[src/rtl/leaf_tx_packetizer_pkg.sv]
//------------------------------------------------------------------------------
// leaf_pkt_pkg
// Shared BFT leaf packet layout, control port ids and TX state encoding.
// Revision: 1.0
//------------------------------------------------------------------------------
`default_nettype none

package leaf_pkt_pkg;

  localparam int DEF_PAYLOAD_BITS          = 32;
  localparam int DEF_NUM_LEAF_BITS         = 5;
  localparam int DEF_NUM_PORT_BITS         = 4;
  localparam int DEF_NUM_ADDR_BITS         = 7;
  localparam int DEF_NUM_BRAM_ADDR_BITS    = 7;
  localparam int DEF_PACKET_BITS           = 1 + DEF_NUM_LEAF_BITS + DEF_NUM_PORT_BITS
                                           + DEF_NUM_ADDR_BITS + DEF_PAYLOAD_BITS;
  localparam int DEF_CREDIT_BITS           = DEF_NUM_BRAM_ADDR_BITS + 1;
  localparam int DEF_FREESPACE_UPDATE_SIZE = 64;

  localparam int VALID_BIT = DEF_PACKET_BITS - 1;
  localparam int LEAF_MSB  = VALID_BIT - 1;
  localparam int LEAF_LSB  = LEAF_MSB - DEF_NUM_LEAF_BITS + 1;
  localparam int PORT_MSB  = LEAF_LSB - 1;
  localparam int PORT_LSB  = PORT_MSB - DEF_NUM_PORT_BITS + 1;
  localparam int ADDR_MSB  = PORT_LSB - 1;
  localparam int ADDR_LSB  = ADDR_MSB - DEF_NUM_ADDR_BITS + 1;

  localparam int DEF_CTRL_PORT_CREDIT = 0;
  localparam int DEF_CTRL_PORT_CFG    = 1;

  typedef enum logic [0:0] {
    UNCFG  = 1'b0,
    ACTIVE = 1'b1
  } tx_state_e;

endpackage : leaf_pkt_pkg

`default_nettype wire

[src/rtl/leaf_tx_packetizer_if.sv]
//------------------------------------------------------------------------------
// leaf_tx_packetizer_if
// User word handshake, control packet input and BFT packet output of one leaf TX port.
// Revision: 1.0
//------------------------------------------------------------------------------
`default_nettype none

interface leaf_tx_packetizer_if
  import leaf_pkt_pkg::*;
#(
  parameter int PACKET_BITS  = DEF_PACKET_BITS,
  parameter int PAYLOAD_BITS = DEF_PAYLOAD_BITS,
  parameter int CREDIT_BITS  = DEF_CREDIT_BITS
);

  logic [PAYLOAD_BITS-1:0] din_user;
  logic                    vld_user;
  logic                    ack_user;
  logic [PACKET_BITS-1:0]  din_ctrl;
  logic [PACKET_BITS-1:0]  dout_bft;
  logic                    resend;
  logic                    configured;
  logic [CREDIT_BITS-1:0]  credit;

  modport slave (
    input  din_user, vld_user, din_ctrl, resend,
    output ack_user, dout_bft, configured, credit
  );

  modport master (
    output din_user, vld_user, din_ctrl, resend,
    input  ack_user, dout_bft, configured, credit
  );

endinterface : leaf_tx_packetizer_if

`default_nettype wire

[src/rtl/leaf_tx_packetizer_credit.sv]
//------------------------------------------------------------------------------
// leaf_credit_counter
// Free-space credit for the remote input BRAM: add/sub, saturation, sticky overflow.
// Revision: 1.0
//------------------------------------------------------------------------------
`default_nettype none

module leaf_credit_counter #(
  parameter int CREDIT_BITS = 8
) (
  input  logic                   clk,
  input  logic                   reset_n,
  input  logic                   load_i,
  input  logic                   dec_i,
  input  logic                   add_i,
  input  logic [CREDIT_BITS-1:0] add_n_i,
  output logic [CREDIT_BITS-1:0] credit_o,
  output logic                   overflow_o
);

  localparam logic [CREDIT_BITS:0] CREDIT_MAX = (CREDIT_BITS + 1)'(1) << (CREDIT_BITS - 1);

  logic [CREDIT_BITS-1:0] credit_q, credit_d;
  logic                   overflow_q, overflow_d;
  logic [CREDIT_BITS:0]   sum;

  // One extra bit of headroom so a large return cannot wrap before saturation.
  always_comb begin
    sum        = {1'b0, credit_q};
    credit_d   = credit_q;
    overflow_d = overflow_q;
    if (dec_i) begin
      sum = sum - (CREDIT_BITS + 1)'(1);
    end
    if (add_i) begin
      sum = sum + {1'b0, add_n_i};
    end
    if (load_i) begin
      credit_d = CREDIT_MAX[CREDIT_BITS-1:0];
    end else if (sum > CREDIT_MAX) begin
      credit_d   = CREDIT_MAX[CREDIT_BITS-1:0];
      overflow_d = 1'b1;
    end else begin
      credit_d = sum[CREDIT_BITS-1:0];
    end
  end

  always_ff @(posedge clk or negedge reset_n) begin
    if (!reset_n) begin
      credit_q   <= CREDIT_MAX[CREDIT_BITS-1:0];
      overflow_q <= 1'b0;
    end else begin
      credit_q   <= credit_d;
      overflow_q <= overflow_d;
    end
  end

  assign credit_o   = credit_q;
  assign overflow_o = overflow_q;

endmodule : leaf_credit_counter

`default_nettype wire

[src/rtl/leaf_tx_packetizer.sv]
//------------------------------------------------------------------------------
// leaf_tx_packetizer
// Credit-gated packetizer turning 32-bit user words into 49-bit BFT packets.
// Revision: 1.0
//------------------------------------------------------------------------------
`default_nettype none

module leaf_tx_packetizer
  import leaf_pkt_pkg::*;
#(
  parameter int PACKET_BITS           = DEF_PACKET_BITS,
  parameter int PAYLOAD_BITS          = DEF_PAYLOAD_BITS,
  parameter int NUM_LEAF_BITS         = DEF_NUM_LEAF_BITS,
  parameter int NUM_PORT_BITS         = DEF_NUM_PORT_BITS,
  parameter int NUM_ADDR_BITS         = DEF_NUM_ADDR_BITS,
  parameter int NUM_BRAM_ADDR_BITS    = DEF_NUM_BRAM_ADDR_BITS,
  parameter int FREESPACE_UPDATE_SIZE = DEF_FREESPACE_UPDATE_SIZE,
  parameter int SELF_LEAF             = 0,
  parameter int CTRL_PORT_CREDIT      = DEF_CTRL_PORT_CREDIT,
  parameter int CTRL_PORT_CFG         = DEF_CTRL_PORT_CFG
) (
  input  logic                 clk,
  input  logic                 reset_n,
  leaf_tx_packetizer_if.slave  tx
);

  localparam int CREDIT_BITS = NUM_BRAM_ADDR_BITS + 1;

  // Field offsets come from leaf_pkt_pkg, so the widths here must agree with it.
  if (PACKET_BITS != 1 + NUM_LEAF_BITS + NUM_PORT_BITS + NUM_ADDR_BITS + PAYLOAD_BITS ||
      PACKET_BITS != DEF_PACKET_BITS || NUM_LEAF_BITS != DEF_NUM_LEAF_BITS ||
      NUM_PORT_BITS != DEF_NUM_PORT_BITS || NUM_ADDR_BITS != DEF_NUM_ADDR_BITS) begin : g_bad_layout
    $error("leaf_tx_packetizer: packet field widths disagree with leaf_pkt_pkg");
  end

  if (FREESPACE_UPDATE_SIZE < 1 || FREESPACE_UPDATE_SIZE > (1 << NUM_BRAM_ADDR_BITS)) begin : g_bad_freespace
    $error("leaf_tx_packetizer: FREESPACE_UPDATE_SIZE exceeds remote buffer depth");
  end

  tx_state_e                state_q, state_d;
  logic [NUM_LEAF_BITS-1:0] dest_leaf_q, dest_leaf_d;
  logic [NUM_PORT_BITS-1:0] dest_port_q, dest_port_d;
  logic [NUM_ADDR_BITS-1:0] wr_addr_q, wr_addr_d;
  logic [PACKET_BITS-1:0]   dout_q, dout_d;

  logic [NUM_LEAF_BITS-1:0] ctrl_leaf;
  logic [NUM_PORT_BITS-1:0] ctrl_port;
  logic                     ctrl_hit;
  logic                     cfg_hit;
  logic                     credit_hit;
  logic                     ctrl_unused;
  logic [CREDIT_BITS-1:0]   credit;
  logic                     credit_overflow;
  logic                     ack;
  logic                     xfer;
  logic                     configured;

  assign ctrl_leaf   = tx.din_ctrl[LEAF_MSB:LEAF_LSB];
  assign ctrl_port   = tx.din_ctrl[PORT_MSB:PORT_LSB];
  assign ctrl_hit    = tx.din_ctrl[VALID_BIT] && (ctrl_leaf == NUM_LEAF_BITS'(SELF_LEAF));
  assign cfg_hit     = ctrl_hit && (ctrl_port == NUM_PORT_BITS'(CTRL_PORT_CFG));
  assign credit_hit  = ctrl_hit && (ctrl_port == NUM_PORT_BITS'(CTRL_PORT_CREDIT));
  assign ctrl_unused = ^tx.din_ctrl[ADDR_MSB:NUM_LEAF_BITS+NUM_PORT_BITS];

  leaf_credit_counter #(
    .CREDIT_BITS (CREDIT_BITS)
  ) u_credit (
    .clk        (clk),
    .reset_n    (reset_n),
    .load_i     (cfg_hit),
    .dec_i      (xfer),
    .add_i      (credit_hit),
    .add_n_i    (tx.din_ctrl[NUM_BRAM_ADDR_BITS:0]),
    .credit_o   (credit),
    .overflow_o (credit_overflow)
  );

  always_comb begin
    state_d    = state_q;
    configured = 1'b0;
    ack        = 1'b0;
    case (state_q)
      UNCFG: begin
        if (cfg_hit) begin
          state_d = ACTIVE;
        end
      end
      ACTIVE: begin
        configured = 1'b1;
        ack        = (credit != '0) && !tx.resend;
      end
      default: state_d = UNCFG;
    endcase
  end

  assign xfer = ack && tx.vld_user;

  // Transfer samples the old destination; a same-cycle config then overrides it.
  always_comb begin
    dest_leaf_d = dest_leaf_q;
    dest_port_d = dest_port_q;
    wr_addr_d   = wr_addr_q;
    dout_d      = dout_q;
    if (!tx.resend) begin
      dout_d = '0;
    end
    if (xfer) begin
      dout_d    = {1'b1, dest_leaf_q, dest_port_q, wr_addr_q, tx.din_user};
      wr_addr_d = wr_addr_q + NUM_ADDR_BITS'(1);
    end
    if (cfg_hit) begin
      dest_leaf_d = tx.din_ctrl[NUM_LEAF_BITS+NUM_PORT_BITS-1:NUM_PORT_BITS];
      dest_port_d = tx.din_ctrl[NUM_PORT_BITS-1:0];
      wr_addr_d   = '0;
    end
  end

  always_ff @(posedge clk or negedge reset_n) begin
    if (!reset_n) begin
      state_q     <= UNCFG;
      dest_leaf_q <= '0;
      dest_port_q <= '0;
      wr_addr_q   <= '0;
      dout_q      <= '0;
    end else begin
      state_q     <= state_d;
      dest_leaf_q <= dest_leaf_d;
      dest_port_q <= dest_port_d;
      wr_addr_q   <= wr_addr_d;
      dout_q      <= dout_d;
    end
  end

  // The held packet reappears once resend drops.
  assign tx.dout_bft   = tx.resend ? '0 : dout_q;
  assign tx.ack_user   = ack;
  assign tx.configured = configured;
  assign tx.credit     = credit;

endmodule : leaf_tx_packetizer

`default_nettype wire
[src/flat_wrapper.sv]
// flat-port wrapper written by rule: the top's interface ports become plain ports
module leaf_tx_packetizer_flat import leaf_pkt_pkg::*;
#(
  parameter int PACKET_BITS           = DEF_PACKET_BITS,
  parameter int PAYLOAD_BITS          = DEF_PAYLOAD_BITS,
  parameter int NUM_LEAF_BITS         = DEF_NUM_LEAF_BITS,
  parameter int NUM_PORT_BITS         = DEF_NUM_PORT_BITS,
  parameter int NUM_ADDR_BITS         = DEF_NUM_ADDR_BITS,
  parameter int NUM_BRAM_ADDR_BITS    = DEF_NUM_BRAM_ADDR_BITS,
  parameter int FREESPACE_UPDATE_SIZE = DEF_FREESPACE_UPDATE_SIZE,
  parameter int SELF_LEAF             = 0,
  parameter int CTRL_PORT_CREDIT      = DEF_CTRL_PORT_CREDIT,
  parameter int CTRL_PORT_CFG         = DEF_CTRL_PORT_CFG
)
  (clk, reset_n, tx_din_user, tx_vld_user, tx_din_ctrl, tx_resend, tx_ack_user, tx_dout_bft, tx_configured, tx_credit);
  leaf_tx_packetizer_if #(.PACKET_BITS(PACKET_BITS), .PAYLOAD_BITS(PAYLOAD_BITS)) tx_i ();
  input  logic clk;
  input  logic reset_n;
  input wire logic [$bits(tx_i.din_user)-1:0] tx_din_user;
  input wire logic [$bits(tx_i.vld_user)-1:0] tx_vld_user;
  input wire logic [$bits(tx_i.din_ctrl)-1:0] tx_din_ctrl;
  input wire logic [$bits(tx_i.resend)-1:0] tx_resend;
  output wire logic [$bits(tx_i.ack_user)-1:0] tx_ack_user;
  output wire logic [$bits(tx_i.dout_bft)-1:0] tx_dout_bft;
  output wire logic [$bits(tx_i.configured)-1:0] tx_configured;
  output wire logic [$bits(tx_i.credit)-1:0] tx_credit;
  assign tx_i.din_user = tx_din_user;
  assign tx_i.vld_user = tx_vld_user;
  assign tx_i.din_ctrl = tx_din_ctrl;
  assign tx_i.resend = tx_resend;
  assign tx_ack_user = tx_i.ack_user;
  assign tx_dout_bft = tx_i.dout_bft;
  assign tx_configured = tx_i.configured;
  assign tx_credit = tx_i.credit;
  leaf_tx_packetizer #(.PACKET_BITS(PACKET_BITS), .PAYLOAD_BITS(PAYLOAD_BITS), .NUM_LEAF_BITS(NUM_LEAF_BITS), .NUM_PORT_BITS(NUM_PORT_BITS), .NUM_ADDR_BITS(NUM_ADDR_BITS), .NUM_BRAM_ADDR_BITS(NUM_BRAM_ADDR_BITS), .FREESPACE_UPDATE_SIZE(FREESPACE_UPDATE_SIZE), .SELF_LEAF(SELF_LEAF), .CTRL_PORT_CREDIT(CTRL_PORT_CREDIT), .CTRL_PORT_CFG(CTRL_PORT_CFG)) u_core (.clk(clk), .reset_n(reset_n), .tx(tx_i));
endmodule
[config.mk]
export PLATFORM = sky130hd
export DESIGN_NAME = leaf_tx_packetizer_flat
export DESIGN_NICKNAME = d
export VERILOG_FILES = /design/src/rtl/leaf_tx_packetizer_pkg.sv /design/src/rtl/leaf_tx_packetizer_if.sv /design/src/rtl/leaf_tx_packetizer_credit.sv /design/src/rtl/leaf_tx_packetizer.sv /design/src/flat_wrapper.sv
export SDC_FILE = /design/constraint.sdc
export NUM_CORES = 1
export LEC_CHECK = 0
export BUFFER_PORTS_ARGS = -buffer_cell sky130_fd_sc_hd__buf_2
export CAP_MARGIN = 20
export CORE_MARGIN = 4
export CORE_UTILIZATION = 44
export DETAILED_ROUTE_END_ITERATION = 8
export PLACE_DENSITY_LB_ADDON = 0.08
export SLEW_MARGIN = 20
export SYNTH_ARGS = -nofsm -noshare
export SYNTH_HDL_FRONTEND = slang
export SYNTH_SLANG_ARGS = --single-unit
[constraint.sdc]
create_clock -name clk -period 3.55 [get_ports clk]
set_input_delay 0.5325 -clock clk [delete_from_list [all_inputs] [get_ports clk]]
set_output_delay 0.5325 -clock clk [all_outputs]
set_load 0.005 [all_outputs]
==> results of run 1 <==
==> placed cells by master, fill, tap and decap left out, types with 3 or more instances in the layout <==
cell type,n
buf_2,111
dfrtp_1,73
nor2b_1,49
a22o_1,48
nor2_1,27
buf_4,25
ha_1,12
mux2_2,10
clkbuf_8,10
inv_1,9
xnor2_1,9
a21oi_1,7
nand2_1,6
o21ai_0,6
mux2i_1,5
nand4b_1,3
xnor2_2,3
nor3_1,3
a311oi_1,3
or2_2,3
nand2b_1,3
xor2_1,3
==> worst register-to-register path: stages (launching register included) <==
cell and delay, ns:
dfrtp_1 0.46, nor4_4 0.34, a31oi_4 0.15, xnor2_2 0.19, ha_2 0.21, inv_1 0.05
fa_1 0.38, nand2b_4 0.16, a21oi_2 0.15, o221ai_1 0.15, a2111oi_2 0.41, mux2_4 0.37
and3_2 0.21
==> worst min path at each step <==
stage | start | end | slack [ns] | cells past startpoint
global placement | u_core.dout_q[48] | u_core.dout_q[48] | 0.45 | 1
finish | reset_n | u_core.dout_q[13] | 0.31 | 1
detailed placement | u_core.dout_q[48] | u_core.dout_q[48] | 0.47 | 1
global route | tx_din_user[6] | u_core.dout_q[6] | 0.39 | 2
CTS | reset_n | u_core.dout_q[13] | 0.35 | 1
floorplan | reset_n | u_core.dest_leaf_q[0] | 0.24 | 0
==> logic make-up after synthesis <==
kind of cell / after synthesis / share of synthesized area
AO/OA/AOI/OAI: 77 / 0.165
XOR/XNOR: 15 / 0.0350
adder cells (fa/ha/maj): 14 / 0.0486
buffers and inverters: 28 / 0.0286
flip-flops: 74 / 0.493
multiplexers: 16 / 0.0463
AND/OR/NAND/NOR: 112 / 0.183
==> what timing repair did <==
item	in CTS	in global routing
gates resized for setup	2	9
endpoints found under the setup margin	6	8
pin swaps	0	4
buffers inserted	0	0
==> metal layers <==
layer	track usage	up-vias
met5	0	-
met2	0.273	107
met3	0.0493	16
met1	0.235	1453
met4	0.0653	0
li1	-	1455
==> through the flow <==
stage	total power [mW]	cell area (um2)	util
after floorplan	1.30	3790	-
after global placement	1.54	4590	0.555
after detailed placement	1.55	4590	0.555
after CTS	2.29	4820	0.584
after global routing	2.43	4860	0.588
final	2.29	4860	0.588
==> area by class of cell <==
cell class,instances,share of cell area
inverter,10,0.00772
timing repair buffer,136,0.153
clock inverter,5,0.0162
multi-input combinational,234,0.386
clock buffer,10,0.0283
tap,105,0.0270
sequential,74,0.381
==> power breakdown <==
part	leakage, nW	internal [mW]	switching [mW]
Clock	0.112	0.410	0.307
Combinational	1.42	0.303	0.342
Sequential	1.03	0.887	0.0409
Total	2.56	1.60	0.689
==> sequential cells by signal (all words and copies together) (netlist names) <==
| register | count |
|---|---|
| u_core.wr_addr_q | 7 |
| u_core.state_q | 1 |
| u_core.u_credit.credit_o | 8 |
| u_core.dest_leaf_q | 5 |
| u_core.dout_q | 49 |
| u_core.dest_port_q | 4 |
==> qor.csv, run 1 <==
stage,metric,value,unit
status,outcome,finished clean,
worst_setup_path,critical_path_required,3.78,ns
routing,wl_met3,665,um
placed_design,dp.cells,559,
placed_design,routabilityCongestion,0.804,
timing,tns,0,ns
timing,drv_slew,0,
floorplanning,coreArea,8260,um2
synth,synth_warnings,0,
synth,synth-edff-count,0,
routing,wl_per_cell,15.0,um
synth,synth_area_leaders,"dfrtp_1 49%, a22o_1 11%, nor2b_1 8.2%, ha_1 4.3%, mux2_2 3.3%",
layout,layout.cells.non_filler,574,
clock_network,cts-htree-levels,3,
floorplanning,initial_utilization,0.455,
floorplanning,pin_count,144,
synth,synth_cell_types,43,
synth,syn_nets,435,
synth,synth_top_area_cell,dfrtp_1,
worst_setup_path,reg2reg_depth,12,
timing,worst_pin_slew,0.926,ns
worst_setup_path,path_cells,"nor4_4, a31oi_4, xnor2_2, ha_2, inv_1, fa_1, nand2b_4, a21oi_2, o221ai_1, a2111oi_2, mux2_4, and3_2",
timing,final.min_clock_period,3.33,ns
synth,synthesis.area,3760,um2
power_and_ir_drop,powerDensity,471,nW/um2
routing,ant_nets,0,
routing,drt_wl_total,8620,um
floorplanning,die_y,100,um
timing,post-route-period-util,0.938,
worst_setup_path,cp_num_cells,12,
synth,yosysTopAreaCellShare,0.486,
layout,n_antenna_cell,0,
timing,skew,0.0112,ns
synth,ys_seq_area_frac,0.493,
worst_setup_path,r2r_start,u_core.u_credit.credit_o[6],
worst_setup_path,cp-start-kind,flip-flop,
timing,setup_viol,0,
worst_setup_path,cp_slowest_cell,dfrtp_1,
clock_network,clk_pin_slew,0.08,ns
routing,routed.top_layer,met4,
worst_setup_path,regToRegSetupSlack,0.22,ns
routing,wl_met1,3790,um
timing,hold_ws,0.313,ns
timing,clock.fmax,0.300,GHz
clock_network,clk_latency,0.34,ns
synth,async_flop_share,1.00,
routing,dr.first_iter.drc_count,74,
global_routing,grt_max_degree,99,
layout,syn_to_final_growth,29.3,%
routing,dr_total_vias,3031,
power_and_ir_drop,vdd_drop_max,249,uV
routing,drc,0,
worst_setup_path,critical_path.max_fanout,5,
floorplanning,dieArea,10100,um2
floorplanning,die_w,100,um
clock_network,cts_tree,done,
clock_network,cts_sinks,74,
timing,rsz0062_at_grt,no,
clock_network,hold_buffers,0,
layout,drive_gt1_frac,0.394,
placed_design,dp_hpwl,6060,um
synth,ys_ff_latch,74,
worst_setup_path,crit_family,compound AO/OA/AOI/OAI gates,
placed_design,port_buffers,113,
clock_network,cts_buffers,9,
global_routing,grt.total_usage,0.176,
layout,layout.area.seq,1850,um2
worst_setup_path,cp.arrival,3.56,ns
layout,multi_input_comb_area,1880,um2
global_routing,grt_pass1_wl,14200,um
timing,slew_headroom,0.383,
layout,nNetsFinal,564,
layout,fillers,754,
worst_setup_path,r2r_end,u_core.u_credit.credit_o[4],
routing,first_pass_iters,4,
synth,netlist_top_cells_count,"73 x dfrtp_1, 49 x nor2b_1, 48 x a22o_1",
worst_setup_path,crit_type,reg -> reg,
timing,setup_slack,0.222,ns
run,maxCapViolations,0,
placed_design,pre_cts_slack,-0.0783,ns
worst_setup_path,crit_end,u_core.u_credit.credit_o[4],
synth,synth_most_common_cell,dfrtp_1,
clock_network,clockBufferDepth,2,
worst_setup_path,worst-path-buf-inv,1,
routing,drt-vias-per-instance,5.28,
global_routing,grt_pass1_vias,2970,
global_routing,gr-total-overflow,0,
power_and_ir_drop,p_leak,2.56,nW
worst_setup_path,critPathCaptureType,flip-flop,
synth,syn_area_per_cell,11.2,um2
floorplanning,num_rows,33,
global_routing,grt_antenna_before_repair,0,
clock_network,cts_root_buf,clkbuf_8,
worst_setup_path,crit_start,u_core.u_credit.credit_o[6],
synth,syn_inst,336,
worst_hold_path,min_path_type,in -> async,
synth,synth_ff_type,dfrtp_1,
timing,hold_viol_final,0,
worst_setup_path,slowest_delay,0.46,ns
routing,wl_met2,3990,um
(Power assumes the default switching activity.)
==> run 2, diff against run 1 <==
--- a/config.mk
+++ b/config.mk
@@ -11,6 +11,7 @@
 export CORE_UTILIZATION = 44
 export DETAILED_ROUTE_END_ITERATION = 8
 export PLACE_DENSITY_LB_ADDON = 0.08
+export SETUP_SLACK_MARGIN = 0.5
 export SLEW_MARGIN = 20
 export SYNTH_ARGS = -nofsm -noshare
 export SYNTH_HDL_FRONTEND = slang
==> run 2 against run 1 <==
Sequential power down 1%. Critical path type unchanged. Final area rose by 3.0%. Routed wire length down 0.79%. Clock power decreased by 1%. Highest routed layer unchanged.
==> qor.csv, run 2 (synthesized netlist as in run 1, its figures left out) <==
stage,metric,value,unit,change
layout,fillers,711,,-5.7%
global_routing,grt_pass1_wl,14200,um,-0.20%
worst_setup_path,critical_path.max_fanout,5,,unchanged
floorplanning,die_w,100,um,unchanged
routing,ant_nets,0,,unchanged
worst_setup_path,r2r_end,u_core.u_credit.credit_o[3],,
timing,worst_pin_slew,0.922,ns,-0.00392 ns
placed_design,routabilityCongestion,0.839,,+4.3%
layout,drive_gt1_frac,0.428,,+0.0338
global_routing,grt.total_usage,0.175,,-0.00130
floorplanning,coreArea,8260,um2,unchanged
placed_design,pre_cts_slack,-0.159,ns,-0.0807 ns
worst_setup_path,cp-start-kind,flip-flop,,
timing,drv_slew,0,,unchanged
placed_design,port_buffers,113,,unchanged
worst_setup_path,regToRegSetupSlack,0.29,ns,+0.07 ns
power_and_ir_drop,switchingPower,734,uW,+6.5%
floorplanning,initial_utilization,0.455,,unchanged
power_and_ir_drop,power.share.combinational,0.315,,+0.033
layout,final_common_cell,buf_2,,
clock_network,cts-htree-levels,3,,unchanged
floorplanning,num_rows,33,,unchanged
timing,hold_viol_final,0,,unchanged
worst_setup_path,critical_path_required,3.76,ns,-0.02 ns
power_and_ir_drop,powerDensity,475,nW/um2,+0.79%
worst_setup_path,crit_start,u_core.u_credit.credit_o[4],,
global_routing,grt_max_degree,99,,unchanged
clock_network,hold_buffers,0,,unchanged
run,maxCapViolations,0,,unchanged
placed_design,dp_hpwl,5980,um,-1.4%
power_and_ir_drop,vdd_drop_max,262,uV,+5.2%
routing,drc,0,,unchanged
global_routing,gr-total-overflow,0,,unchanged
timing,post-route-period-util,0.918,,-0.0196
power_and_ir_drop,internal_power,1.64,mW,+2.6%
floorplanning,dieArea,10100,um2,unchanged
clock_network,clk_latency,0.34,ns,about the same
status,outcome,finished clean,,
floorplanning,die_y,100,um,unchanged
routing,first_pass_iters,4,,unchanged
timing,slew_headroom,0.385,,+0.00261
timing,final.min_clock_period,3.26,ns,-0.0694 ns
worst_setup_path,crit_type,reg -> reg,,
clock_network,clockBufferDepth,2,,unchanged
placed_design,dp.cells,556,,-0.54%
layout,final_cell_mix,"111 x buf_2, 73 x dfrtp_1, 49 x nor2b_1",,
routing,dr_total_vias,3021,,-0.33%
layout,syn_to_final_growth,33.2,%,
routing,drt_wl_total,8550,um,-0.79%
clock_network,clk_pin_slew,0.08,ns,about the same
layout,n_antenna_cell,0,,unchanged
worst_setup_path,crit_end,u_core.u_credit.credit_o[3],,
power_and_ir_drop,switching_share,0.309,,+0.00783
clock_network,cts_tree,done,,
clock_network,cts_buffers,9,,unchanged
global_routing,grt_antenna_before_repair,0,,unchanged
power_and_ir_drop,p_leak,2.58,nW,+0.78%
timing,rsz0062_at_grt,yes,,
routing,dr.first_iter.drc_count,85,,+15%
power_and_ir_drop,clkPwrFrac,0.299,,-0.014
routing,drt-vias-per-instance,5.22,,-1.2%
timing,clock.fmax,0.307,GHz,+2.1%
layout,largest_reg_flops,49,,unchanged
clock_network,cts_sinks,74,,unchanged
worst_hold_path,min_path_type,in -> async,,
floorplanning,pin_count,144,,unchanged
worst_setup_path,reg2reg_depth,13,,+1
layout,largest-register,u_core.dout_q,,
global_routing,grt_pass1_vias,3005,,+1.2%
worst_setup_path,cp.arrival,3.47,ns,-0.09 ns
worst_setup_path,critPathCaptureType,flip-flop,,
routing,wl_per_cell,14.8,um,-1.6%
timing,setup_viol,0,,unchanged
layout,nNetsFinal,569,,+0.89%
layout,layout.cells.non_filler,579,,+0.87%
timing,setup_slack,0.291,ns,+0.0694 ns
clock_network,cts_root_buf,clkbuf_8,,
power_and_ir_drop,seqPwrFrac,0.386,,-0.019
worst_setup_path,r2r_start,u_core.u_credit.credit_o[4],,
timing,skew,0.0117,ns,+0.000460 ns
-- run 2: changes by cell type in the layout (fill, tap and decap cells not counted), sizes merged --
| cell | delta |
|---|---|
| clkbuf | -1 |
| clkinvlp | +2 |
| clkinv | -1 |
| buf | +5 |
-- run 2: final cells by class --
type / instances / area (um2) / share of cell area
sequential: 74 / 1850 / 0.370
clock inverter: 6 / 92.6 / 0.0185
clock buffer: 9 / 124 / 0.0248
multi-input combinational: 234 / 1980 / 0.396
timing repair buffer: 141 / 785 / 0.157
tap: 105 / 131 / 0.0263
inverter: 10 / 37.5 / 0.00750
-- run 2: per-stage QoR --
stage	instance area (um2)	hold slack (ns)	TNS, ns	total power, mW	utilization
after floorplan	3810	0.237	0	1.31	-
after global placement	4580	0.457	-0.0490	1.54	0.554
after detailed placement	4580	0.465	-0.887	1.55	0.554
after CTS	4920	0.353	0	2.34	0.596
after global routing	5000	0.387	0	2.52	0.606
final	5000	0.312	0	2.38	0.606
-- run 2: power groups by stage --
| stage | registers, mW | logic [mW] | clock network [mW] |
|---|---|---|---|
| final | 0.918 | 0.749 | 0.710 |
| after global routing | 0.925 | 0.828 | 0.767 |
| after CTS | 0.917 | 0.693 | 0.727 |
| after detailed placement | 0.935 | 0.612 | 0 |
| after global placement | 0.935 | 0.603 | 0 |
| after floorplan | 0.948 | 0.363 | 0 |
-- run 2: metal layers --
| layer | global-route usage | vias to the layer above | wire length [um] |
|---|---|---|---|
| li1 | - | 1476 | - |
| met1 | 0.239 | 1435 | 3880 |
| met2 | 0.271 | 95 | 3940 |
| met3 | 0.0466 | 15 | 549 |
| met4 | 0.0560 | 0 | 172 |
| met5 | 0 | - | 0 |
-- run 2: repair_timing --
action                                  CTS  global route
resized for setup                        17            13
pin swaps                                 9             9
buffers inserted                          5             3
endpoints found under the setup margin    8             8
-- run 2: worst min-delay path by stage --
| stage | cells after the start | endpoint | slack, ns |
|---|---|---|---|
| after floorplan | 0 | u_core.dest_leaf_q[0] | 0.24 |
| after CTS | 1 | u_core.dout_q[11] | 0.35 |
| after detailed placement | 1 | u_core.dout_q[48] | 0.46 |
| after global routing | 2 | u_core.dout_q[5] | 0.39 |
| after global placement | 1 | u_core.dout_q[48] | 0.46 |
| final | 1 | u_core.dout_q[11] | 0.31 |
-- run 2: critical path: stages, from the launching register on --
cell and delay [ns]:
dfrtp_1 0.42, nor4_4 0.38, a31oi_4 0.17, xnor2_2 0.18
ha_2 0.21, inv_2 0.04, fa_2 0.34, nand2b_4 0.16
a21oi_4 0.16, o221ai_4 0.13, a2111oi_4 0.40, mux2_4 0.38
nand2_4 0.11, nor2_2 0.05
==> run 3, diff against run 2 <==
--- a/config.mk
+++ b/config.mk
@@ -7,7 +7,6 @@
 export LEC_CHECK = 0
 export BUFFER_PORTS_ARGS = -buffer_cell sky130_fd_sc_hd__buf_2
 export CAP_MARGIN = 20
-export CORE_MARGIN = 4
 export CORE_UTILIZATION = 44
 export DETAILED_ROUTE_END_ITERATION = 8
 export PLACE_DENSITY_LB_ADDON = 0.08
==> constraint.sdc (replaced) <==
create_clock -name clk -period 3.55 [get_ports clk]
set_input_delay 0.355 -clock clk [delete_from_list [all_inputs] [get_ports clk]]
set_output_delay 0.355 -clock clk [all_outputs]
set_load 0.005 [all_outputs]
==> run 3 against run 2 <==
Clock skew down 0.0044 ns. Clock power up 4.4%. Routed wire length down 1.3%. Combinational power fell by 2%. Register-to-register slack improved by 0.05 ns. Cell count fell by 0.52%.
==> qor.csv, run 3 (synthesized netlist as in run 1, its figures left out) <==
stage,metric,value,unit,change
clock_network,cts_root_buf,clkbuf_8,,
floorplanning,coreArea,8260,um2,unchanged
timing,post-route-period-util,0.903,,-0.0152
layout,fin_util,0.606,,about the same
layout,final_common_cell,buf_2,,
routing,first_pass_iters,4,,unchanged
run,maxCapViolations,0,,unchanged
layout,nNetsFinal,565,,-0.70%
clock_network,hold_buffers,0,,unchanged
routing,drt_wl_total,8440,um,-1.3%
global_routing,grt_pass1_wl,13800,um,-2.7%
clock_network,cts-htree-levels,3,,unchanged
timing,slew_headroom,0.382,,-0.00351
routing,ant_nets,0,,unchanged
worst_hold_path,min_path_type,in -> async,,
layout,fillers,725,,+2.0%
timing,drv_slew,0,,unchanged
timing,rsz0062_at_grt,yes,,
worst_setup_path,cp-start-kind,flip-flop,,
timing,worst_pin_slew,0.927,ns,+0.00527 ns
timing,skew,0.00735,ns,-0.00435 ns
clock_network,clk_latency,0.34,ns,about the same
timing,hold_viol_final,0,,unchanged
floorplanning,die_y,94.4,um,-6.0%
floorplanning,die_w,94.4,um,-6.0%
layout,n_antenna_cell,0,,unchanged
clock_network,cts_buffers,9,,unchanged
worst_setup_path,worst-path-buf-inv,1,,unchanged
worst_setup_path,critical_path_required,3.79,ns,+0.03 ns
floorplanning,num_rows,33,,unchanged
global_routing,grt_max_degree,99,,unchanged
timing,final.min_clock_period,3.20,ns,-0.0538 ns
worst_setup_path,critPathCaptureType,flip-flop,,
routing,drt-vias-per-instance,5.27,,+0.95%
worst_setup_path,path_cells,"nor4_4, a31oi_4, xnor2_2, ha_2, inv_2, fa_2, nand2b_4, a21oi_4, o221ai_4, a2111oi_4, mux2_4, and3_4",,
routing,wl_per_cell,14.7,um,-0.74%
layout,final_cell_mix,"111 x buf_2, 69 x dfrtp_1, 49 x nor2b_1",,
global_routing,gr-total-overflow,0,,unchanged
power_and_ir_drop,powerDensity,481,nW/um2,+1.2%
routing,dr.first_iter.drc_count,70,,-18%
layout,largest_reg_flops,49,,unchanged
floorplanning,dieArea,8910,um2,-12%
placed_design,dp_hpwl,5740,um,-4.1%
power_and_ir_drop,power,2.40,mW,+1.2%
clock_network,clk_pin_slew,0.08,ns,about the same
timing,hold_ws,0.141,ns,-0.171 ns
routing,dr_total_vias,3034,,+0.43%
worst_setup_path,slowest_delay,0.43,ns,about the same
worst_setup_path,cp_slowest_cell,dfrtp_2,,
placed_design,place_area,4540,um2,-0.68%
layout,stdcell_area,5000,um2,about the same
floorplanning,pin_count,144,,unchanged
power_and_ir_drop,vdd_drop_max,342,uV,+30%
clock_network,cts_sinks,74,,unchanged
power_and_ir_drop,p_leak,2.56,nW,-0.79%
timing,clock.fmax,0.312,GHz,+1.7%
global_routing,grt_antenna_before_repair,0,,unchanged
clock_network,cts_tree,done,,
worst_setup_path,critical_path.max_fanout,5,,unchanged
routing,drc,0,,unchanged
clock_network,clockBufferDepth,2,,unchanged
placed_design,routabilityCongestion,0.847,,+0.97%
layout,drive_gt1_frac,0.437,,+0.00910
layout,syn_to_final_growth,33.1,%,about the same
layout,largest-register,u_core.dout_q,,
global_routing,grt_pass1_vias,2958,,-1.6%
timing,setup_viol,0,,unchanged
worst_setup_path,cp.arrival,3.44,ns,-0.03 ns
worst_setup_path,crit_family,compound AO/OA/AOI/OAI gates,,
placed_design,port_buffers,113,,unchanged
worst_setup_path,crit_type,reg -> reg,,
status,outcome,finished clean,,
global_routing,grt.total_usage,0.203,,+0.0279
floorplanning,initial_utilization,0.455,,unchanged
timing,tns,0,ns,unchanged
-- run 3: cell types whose count changed in the layout (fill, tap and decap cells not counted), moves of 3 or more --
cell and delta:
dfrtp_2 +4, nor2_1 +3, dfrtp_1 -4, buf_4 -4, inv_2 +3, nor2_2 -3
inv_1 -3
-- run 3: worst register-to-register path: cells and delay by family (launching register included) --
| kind | cells | cell delay, ns |
|---|---|---|
| AO/OA/AOI/OAI | 4 | 0.84 |
| AND/OR/NAND/NOR | 3 | 0.70 |
| adder cells (fa/ha/maj) | 2 | 0.54 |
| flip-flops | 1 | 0.43 |
| XOR/XNOR | 1 | 0.18 |
| multiplexers | 1 | 0.37 |
| buffers and inverters | 1 | 0.04 |
-- run 3: power by group --
part,internal (mW),switching [mW],total [mW]
Sequential,0.888,0.0435,0.932
Clock,0.416,0.324,0.741
Combinational,0.355,0.377,0.731
-- run 3: metrics by stage --
step	instances	setup slack (ns)
2_1_floorplan	336	0.134
3_3_place_gp	552	0.0799
3_5_place_dp	552	0.00968
4_1_cts	574	0.329
5_1_grt	576	0.200
6_report	576	0.345
-- run 3: final timing paths --
check                                             from                     endpoint  slack, ns  cells past startpoint
setup / recovery           u_core.u_credit.credit_o[4]  u_core.u_credit.credit_o[2]       0.35                     12
hold / removal                                 reset_n            u_core.dout_q[11]       0.14                      1
setup reg to reg           u_core.u_credit.credit_o[4]  u_core.u_credit.credit_o[2]       0.35                     12
hold reg to reg                      u_core.dout_q[48]            u_core.dout_q[48]       0.48                      1
max in group asynchronous                      reset_n  u_core.u_credit.credit_o[6]       2.75                      1
min in group clk                        tx_din_user[9]             u_core.dout_q[9]       0.22                      2
-- run 3: layout make-up --
type,count,area [um2],share of cell area
Clock buffer,10,138,0.0275
Clock inverter,6,90.1,0.0180
Inverter,10,37.5,0.00751
Multi-Input combinational cell,234,1990,0.398
Sequential cell,74,1860,0.372
Tap cell,105,131,0.0263
Timing Repair Buffer,137,754,0.151
-- run 3: timing repair --
| item | 4_1_cts | 5_1_grt |
|---|---|---|
| endpoints found under the setup margin | 8 | 8 |
| buffers inserted | 6 | 2 |
| pin swaps | 10 | 10 |
| cloned | 0 | 0 |
| gates resized for setup | 19 | 15 |
-- run 3: routing by layer --
layer	vias to the layer above	GRT usage	routed length, um
met3	8	0.0491	378
met1	1474	0.258	3910
li1	1469	-	-
met2	83	0.335	4070
met4	0	0.0718	85
met5	-	0	0
